### src/rtl/math_wb_stage.sv
// ---------------------------------------------------------------------------
// math_wb_stage
//
// Registered output stage behind the combinational math unit. Captures the
// result/flag/opcode triple with a valid/ready handshake and holds it in a
// 2-entry skid buffer (main + skid). The producer-side ready is a flop, so a
// stalled consumer never reaches back into the math unit's timing path.
// The stage also watches accepted DIV/REM results for divide-by-zero.
//
// Optional feature macro: MATH_WB_STATUS_EN
//   defined     -> sticky_div_zero / div_zero_cnt / status_clr are built
//   not defined -> status outputs tie to 0, status_clr is ignored
//
// Ports:
//   clk, rst_n        rising-edge clock, asynchronous active-low reset
//   in_valid/in_ready producer handshake (in_ready registered)
//   in_result/flag/op math unit result, carry/borrow or div_zero flag, opcode
//   out_valid/ready   consumer handshake on the head entry
//   out_result/flag/op head entry contents (flag passed unchanged)
//   status_clr        synchronous clear of sticky status
//   sticky_div_zero   set by any accepted DIV/REM carrying flag=1
//   div_zero_cnt      saturating count of those events
// ---------------------------------------------------------------------------
module math_wb_stage #(
    parameter int WIDTH = 32,
    parameter int CNT_W = 8
) (
    input  logic             clk,
    input  logic             rst_n,
    input  logic             in_valid,
    output logic             in_ready,
    input  logic [WIDTH-1:0] in_result,
    input  logic             in_flag,
    input  logic [4:0]       in_op,
    output logic             out_valid,
    input  logic             out_ready,
    output logic [WIDTH-1:0] out_result,
    output logic             out_flag,
    output logic [4:0]       out_op,
    input  logic             status_clr,
    output logic             sticky_div_zero,
    output logic [CNT_W-1:0] div_zero_cnt
);

    // Occupancy of the two-entry buffer.
    typedef enum logic [1:0] {
        ST_EMPTY = 2'd0,
        ST_ONE   = 2'd1,
        ST_TWO   = 2'd2
    } state_e;

    state_e             state_q, state_d;
    logic               in_ready_q, in_ready_d;
    logic               out_valid_q, out_valid_d;
    logic [WIDTH-1:0]   main_result_q, main_result_d;
    logic               main_flag_q, main_flag_d;
    logic [4:0]         main_op_q, main_op_d;
    logic [WIDTH-1:0]   skid_result_q, skid_result_d;
    logic               skid_flag_q, skid_flag_d;
    logic [4:0]         skid_op_q, skid_op_d;

    logic               accept_s;
    logic               deliver_s;

    assign accept_s  = in_valid & in_ready_q;
    assign deliver_s = out_valid_q & out_ready;

    // Next-state and data-movement decode for the skid buffer; in_* is only
    // sampled on accept so undefined data with in_valid=0 never enters.
    always_comb begin
        state_d       = state_q;
        main_result_d = main_result_q;
        main_flag_d   = main_flag_q;
        main_op_d     = main_op_q;
        skid_result_d = skid_result_q;
        skid_flag_d   = skid_flag_q;
        skid_op_d     = skid_op_q;
        case (state_q)
            ST_EMPTY: begin
                if (accept_s) begin
                    state_d       = ST_ONE;
                    main_result_d = in_result;
                    main_flag_d   = in_flag;
                    main_op_d     = in_op;
                end else begin
                    state_d = ST_EMPTY;
                end
            end
            ST_ONE: begin
                if (accept_s && deliver_s) begin
                    state_d       = ST_ONE;
                    main_result_d = in_result;
                    main_flag_d   = in_flag;
                    main_op_d     = in_op;
                end else if (accept_s) begin
                    // Head is stalled: park the new entry behind it.
                    state_d       = ST_TWO;
                    skid_result_d = in_result;
                    skid_flag_d   = in_flag;
                    skid_op_d     = in_op;
                end else if (deliver_s) begin
                    state_d = ST_EMPTY;
                end else begin
                    state_d = ST_ONE;
                end
            end
            ST_TWO: begin
                if (deliver_s) begin
                    state_d       = ST_ONE;
                    main_result_d = skid_result_q;
                    main_flag_d   = skid_flag_q;
                    main_op_d     = skid_op_q;
                end else begin
                    state_d = ST_TWO;
                end
            end
            default: begin
                state_d = ST_EMPTY;
            end
        endcase
        // Handshake outputs are registered from the next occupancy.
        in_ready_d  = (state_d != ST_TWO);
        out_valid_d = (state_d != ST_EMPTY);
    end

    // Buffer state, handshake flags and entry storage.
    always_ff @(posedge clk or negedge rst_n) begin
        if (!rst_n) begin
            state_q       <= ST_EMPTY;
            in_ready_q    <= 1'b1;
            out_valid_q   <= 1'b0;
            main_result_q <= {WIDTH{1'b0}};
            main_flag_q   <= 1'b0;
            main_op_q     <= 5'd0;
            skid_result_q <= {WIDTH{1'b0}};
            skid_flag_q   <= 1'b0;
            skid_op_q     <= 5'd0;
        end else begin
            state_q       <= state_d;
            in_ready_q    <= in_ready_d;
            out_valid_q   <= out_valid_d;
            main_result_q <= main_result_d;
            main_flag_q   <= main_flag_d;
            main_op_q     <= main_op_d;
            skid_result_q <= skid_result_d;
            skid_flag_q   <= skid_flag_d;
            skid_op_q     <= skid_op_d;
        end
    end

    assign in_ready   = in_ready_q;
    assign out_valid  = out_valid_q;
    assign out_result = main_result_q;
    assign out_flag   = main_flag_q;
    assign out_op     = main_op_q;

`ifdef MATH_WB_STATUS_EN
    // Only DIV (10001) and REM (10010) use the flag as div_zero; for ADD/SUB
    // it is carry/borrow and must not touch status.
    localparam logic [4:0]       OP_DIV  = 5'b10001;
    localparam logic [4:0]       OP_REM  = 5'b10010;
    localparam logic [CNT_W-1:0] CNT_MAX = {CNT_W{1'b1}};
    localparam logic [CNT_W-1:0] CNT_ONE = CNT_W'(1);

    function automatic logic is_div_op(input logic [4:0] op);
        return (op == OP_DIV) || (op == OP_REM);
    endfunction

    logic             sticky_q, sticky_d;
    logic [CNT_W-1:0] cnt_q, cnt_d;
    logic [CNT_W-1:0] cnt_base_s;
    logic             dz_event_s;

    assign dz_event_s = accept_s & is_div_op(in_op) & in_flag;

    // Clear is applied first so a same-cycle event still counts as one.
    always_comb begin
        cnt_base_s = status_clr ? {CNT_W{1'b0}} : cnt_q;
        sticky_d   = (status_clr ? 1'b0 : sticky_q) | dz_event_s;
        if (dz_event_s && (cnt_base_s != CNT_MAX)) begin
            cnt_d = cnt_base_s + CNT_ONE;
        end else begin
            cnt_d = cnt_base_s;
        end
    end

    // Sticky divide-by-zero status registers.
    always_ff @(posedge clk or negedge rst_n) begin
        if (!rst_n) begin
            sticky_q <= 1'b0;
            cnt_q    <= {CNT_W{1'b0}};
        end else begin
            sticky_q <= sticky_d;
            cnt_q    <= cnt_d;
        end
    end

    assign sticky_div_zero = sticky_q;
    assign div_zero_cnt    = cnt_q;
`else
    logic unused_status_clr_s;
    assign unused_status_clr_s = status_clr;
    assign sticky_div_zero     = 1'b0;
    assign div_zero_cnt        = {CNT_W{1'b0}};
`endif

endmodule

### config.mk
export PLATFORM = sky130hd
export DESIGN_NAME = math_wb_stage
export DESIGN_NICKNAME = d
export VERILOG_FILES = /design/src/rtl/math_wb_stage.sv
export SDC_FILE = /design/constraint.sdc
export NUM_CORES = 1
export LEC_CHECK = 0
export BUFFER_PORTS_ARGS = -buffer_cell sky130_fd_sc_hd__buf_4
export CELL_PAD_IN_SITES_DETAIL_PLACEMENT = 0
export CELL_PAD_IN_SITES_GLOBAL_PLACEMENT = 1
export CORE_MARGIN = 2
export CORE_UTILIZATION = 40
export CTS_BUF_LIST = sky130_fd_sc_hd__clkbuf_8
export CTS_CLUSTER_DIAMETER = 60
export DETAILED_ROUTE_END_ITERATION = 7
export HOLD_SLACK_MARGIN = 0.06
export PLACE_DENSITY_LB_ADDON = 0.1
export REMOVE_ABC_BUFFERS = 1
export SKIP_LAST_GASP = 1
export SYNTH_ARGS = -nofsm -noshare
export SYNTH_HDL_FRONTEND = slang
export SYNTH_SLANG_ARGS = --single-unit
### constraint.sdc
create_clock -name clk -period 1.6 [get_ports clk]
set_input_delay 0.32 -clock clk [delete_from_list [all_inputs] [get_ports clk]]
set_output_delay 0.32 -clock clk [all_outputs]
set_load 0.01 [all_outputs]
==> impl_metrics.tcl, run 1 <==
set metrics [dict create \
    synth_area_mm2 0.00365 \
    synth_cell_type_count 23 \
    max_freq_mhz 612 \
    grt_usage 0.145 \
    viasPerCell 4.83 \
    antenna_found_initial 0 \
    tritoncts "done" \
    cellPowerDensity_mw_per_mm2 2070 \
    power.leakage_nw 2.23 \
    core_area_mm2 0.00881 \
    violations "negative setup slack" \
    clock-sinks 80 \
    hold_viol_final 0 \
    cts-root-buf "clkbuf_8" \
    final-setup-viol-count 32 \
    grt_pass1_wl_um 11200 \
    rows 34 \
    drc 0 \
    grt_max_degree 33 \
    die_x_um 99.6 \
    gp_congestion 0.737 \
    dpl.hpwl_um 4630 \
    fin_ws_ns -0.0332 \
    floorplan.initialDensity 0.415 \
    first_pass_iters 4 \
    vias 2144 \
    drtIter0Drc 24 \
    slew_viol_final 0 \
    required_ns 1.83 \
    maxCapViolations 0 \
    antenna_cells 0 \
    yosys_warnings 0 \
    worstSetupPathType "flop to flop" \
    startpoint_type "flop" \
    peakVddDrop_mv 0.905 \
    die_h_um 99.6 \
    area_growth_pct 32.4 \
    place_ws_ns -0.0162 \
    critPathArrivalTime_ns 1.86 \
    drt_wl_total_um 7170 \
    layout-drive-gt1-share 0.690 \
    final_common_cell "buf_4" \
    final_cell_mix "buf_4, mux2_2, dfrtp_1" \
    port_buffers 81 \
    synth_top_area_cell "dfrtp_1" \
    post-route-period-util 1.02 \
    clk_pin_slew_worst_paths_ns 0.08 \
    hp-class "input port to flop" \
    final_net_count 374 \
    grt_overflow_total 0 \
    ios 92 \
    clk-insertion-delay-late_ns 0.35 \
    end_kind "flop" \
    clockBufferDepth 2 \
    layout_min_cycle_time_ns 1.63 \
    drtAntennaViolNets 0 \
    synth_seq_cells 80 \
    avgSynthCellArea_um2 15.7 \
    dieArea_mm2 0.00991 \
    synthTopCellsByArea "dfrtp_1, mux2_2, mux2_4" \
    wire_per_inst_um 16.1 \
    yosysSeqAreaShare 0.548 \
    cts_max_level 3 \
    cts_made_buffers 9 \
    grt_setup_unrepaired "true" \
    synthCells 233 \
    synth.top_cell.area_share 0.541 \
    critPathMaxFanout 10 \
    grt_pass1_vias 2251 \
    fin_worst_skew_ns 0.0106 \
    hold_ws_ns 0.206 \
    status "finished with violations" \
]
-- cells by family (layout without fill, tap and decap cells) --
kind of cell	after synthesis	after routing	synth area share
mux	115	115	0.375
flops	80	80	0.548
buf+inv	22	117	0.0476
simple gates	9	9	0.0161
compound gates	6	6	0.0123
other cells	1	9	0.00103
-- Yosys cell counts --
master	number
nor2b_4	1
a22oi_1	1
buf_2	4
conb_1	1
inv_1	1
nand2b_1	1
and3b_1	1
nand3b_1	1
dfstp_2	1
mux2i_1	1
buf_4	11
o21ai_0	1
o22ai_1	1
buf_6	6
mux2_2	94
dfrtp_1	79
nand3_1	1
a21o_1	1
nand2_1	3
a21boi_2	1
o211ai_1	1
and2_1	1
mux2_4	20
-- layer usage --
layer | GRT usage | routed length, µm | up-vias
met5 | 0 | 0 | -
met4 | 0.0558 | 109 | 0
met3 | 0.0415 | 303 | 11
met2 | 0.229 | 3280 | 53
met1 | 0.190 | 3480 | 1071
li1 | - | - | 1009
-- layout make-up --
class	instances	area, µm²
inverter	1	3.75
fill	740	3970
clock inverter	7	113
clock buffer	9	124
timing repair buffer	100	906
tap	108	135
multi-input combinational	139	1550
sequential	80	2000
-- timing repair --
item,in CTS,in global routing
hold endpoints to repair,28,0
gates cloned,0,3
pin swaps,0,1
setup buffers,0,2
gates resized for setup,0,8
setup endpoints to repair,9,38
hold buffers,1,0
-- worst paths after layout --
kind / startpoint / end / slack [ns] / cells past startpoint
setup / recovery: in_ready / out_result[18] / -0.03 / 5
hold / removal: in_result[7] / skid_result_q[7] / 0.21 / 2
setup reg to reg: in_ready / out_result[18] / -0.03 / 5
hold reg to reg: skid_result_q[13] / skid_result_q[13] / 0.50 / 1
max in group asynchronous: rst_n / skid_result_q[12] / 0.60 / 3
min in group asynchronous: rst_n / out_result[15] / 0.45 / 2
-- registers in the layout (all words and copies together) (netlist names) --
signal / count
in_ready: 1
out_valid: 1
out_op: 5
skid_result_q: 32
state_q: 2
out_result: 32
skid_flag_q: 1
out_flag: 1
skid_op_q: 5
-- worst max-delay path, stage by stage (launching register included) --
cell and delay [ns]:
dfstp_2 0.53, nand3b_1 0.13, o22ai_4 0.22, buf_12 0.16
clkbuf_16 0.18, mux2_4 0.30
-- per-stage QoR --
stage	util	cells	TNS, ns	area, µm²	total power (W)
6_report	0.549	444	-0.611	4840	0.0100
5_1_grt	0.549	444	-2.10	4840	0.0106
4_1_cts	0.534	439	-0.148	4700	0.00973
3_5_place_dp	0.506	422	-0.125	4460	0.00792
3_3_place_gp	0.506	422	-0.000465	4460	0.00784
2_1_floorplan	-	220	-90.88	3510	0.00605
-- power by group --
| group | total [W] | internal, W | switching [W] |
|---|---|---|---|
| combinational | 0.00463 | 0.00298 | 0.00164 |
| clock | 0.00176 | 0.00103 | 0.000733 |
| sequential | 0.00362 | 0.00309 | 0.000534 |
| total | 0.0100 | 0.00710 | 0.00291 |
(Power assumes the default switching activity.)
==> run 2: changes to the inputs <==
--- a/config.mk
+++ b/config.mk
@@ -20,3 +20,4 @@
 export SYNTH_ARGS = -nofsm -noshare
 export SYNTH_HDL_FRONTEND = slang
 export SYNTH_SLANG_ARGS = --single-unit
+export TNS_END_PERCENT = 50
==> impl_metrics.tcl, run 2 (same netlist as run 1, synthesis figures left out) <==
set metrics [dict create \
    status "finished with violations" \
    violations "negative setup slack" \
    clkPwrFrac 0.176 \
    cellPowerDensity_mw_per_mm2 2070 \
    layout_min_cycle_time_ns 1.63 \
    fin_worst_skew_ns 0.0106 \
    critPathMaxFanout 10 \
    p_switching_w 0.00291 \
    maxCapViolations 0 \
    cts-root-buf "clkbuf_8" \
    instances_no_fill 444 \
    internal_power_w 0.00710 \
    drt_wl_total_um 7170 \
    gp_congestion 0.737 \
    place_ws_ns -0.0162 \
    grt_overflow_total 0 \
    clock-sinks 80 \
    hold_ws_ns 0.206 \
    peakVddDrop_mv 0.905 \
    viasPerCell 4.83 \
    tns_ns -0.611 \
    end_kind "flop" \
    final_net_count 374 \
    combPwrFrac 0.462 \
    grt_usage 0.145 \
    final_cell_mix "buf_4, mux2_2, dfrtp_1" \
    wire_per_inst_um 16.1 \
    post-route-period-util 1.02 \
    dp.cells 422 \
    hold_viol_final 0 \
    grt_pass1_wl_um 11200 \
    dieArea_mm2 0.00991 \
    ios 92 \
    grt_pass1_vias 2251 \
    rows 34 \
    grt_max_degree 33 \
    core_area_mm2 0.00881 \
    hold_path_depth 2 \
    cts_made_buffers 9 \
    area_growth_pct 32.4 \
    dpl.hpwl_um 4630 \
    cts_max_level 3 \
    grt_setup_unrepaired "true" \
    drtAntennaViolNets 0 \
    antenna_cells 0 \
    fin_ws_ns -0.0332 \
    antenna_found_initial 0 \
    max_freq_mhz 612 \
    floorplan.initialDensity 0.415 \
    fin_area_mm2 0.00484 \
    first_pass_iters 4 \
    tritoncts "done" \
    clk-insertion-delay-late_ns 0.35 \
    startpoint_type "flop" \
    clockBufferDepth 2 \
    power.leakage_nw 2.23 \
    final-setup-viol-count 32 \
    clk_pin_slew_worst_paths_ns 0.08 \
    placed_cell_area_mm2 0.00446 \
    critPathArrivalTime_ns 1.86 \
    vias 2144 \
    die_h_um 99.6 \
    port_buffers 81 \
    layout-drive-gt1-share 0.690 \
    drtIter0Drc 24 \
    hp-class "input port to flop" \
    die_x_um 99.6 \
    ff2ff_path_depth 5 \
    sw_frac_of_total 0.291 \
    worstSetupPathType "flop to flop" \
    required_ns 1.83 \
    drc 0 \
    final_common_cell "buf_4" \
    power_frac_seq 0.362 \
    slew_viol_final 0 \
]
run 2: path summary, 6_finish.rpt:
check / from / end / slack (ns)
setup / recovery: in_ready / out_result[18] / -0.03
hold / removal: in_result[7] / skid_result_q[7] / 0.21
setup reg to reg: in_ready / out_result[18] / -0.03
hold reg to reg: skid_result_q[13] / skid_result_q[13] / 0.50
max in group asynchronous: rst_n / skid_result_q[12] / 0.60
min in group asynchronous: rst_n / out_result[15] / 0.45
run 2: routing by layer:
metal  global-route usage  routed length [µm]
met2                0.229                3280
met1                0.190                3480
met3               0.0415                 303
met4               0.0558                 109
met5                    0                   0
run 2: area by class of cell:
type / count / area [µm²]
inverter: 1 / 3.75
clock inverter: 7 / 113
clock buffer: 9 / 124
tap: 108 / 135
sequential: 80 / 2000
timing repair buffer: 100 / 906
fill: 740 / 3970
multi-input combinational: 139 / 1550
run 2: critical path, cell delays in order, from the launching register on:
cell       delay [ns]
dfstp_2          0.53
nand3b_1         0.13
o22ai_4          0.22
buf_12           0.16
clkbuf_16        0.18
mux2_4           0.30
run 2: what timing repair did:
action,CTS,global route
buffers inserted,0,2
endpoints found under the setup margin,9,38
cloned,0,3
hold buffers,1,0
endpoints found under the hold margin,28,0
pin swaps,0,1
resized for setup,0,8
run 2: metrics by stage:
step,utilization,total power (W)
CTS,0.534,0.00973
global placement,0.506,0.00784
global route,0.549,0.0106
detailed placement,0.506,0.00792
finish,0.549,0.0100
floorplan,-,0.00605
run 2: power groups by stage:
stage               clock [W]  combinational, W  sequential, W
detailed placement          0           0.00428        0.00364
global route          0.00189           0.00496        0.00376
CTS                   0.00183           0.00429        0.00362
global placement            0           0.00423        0.00361
finish                0.00176           0.00463        0.00362
floorplan                   0           0.00226        0.00379
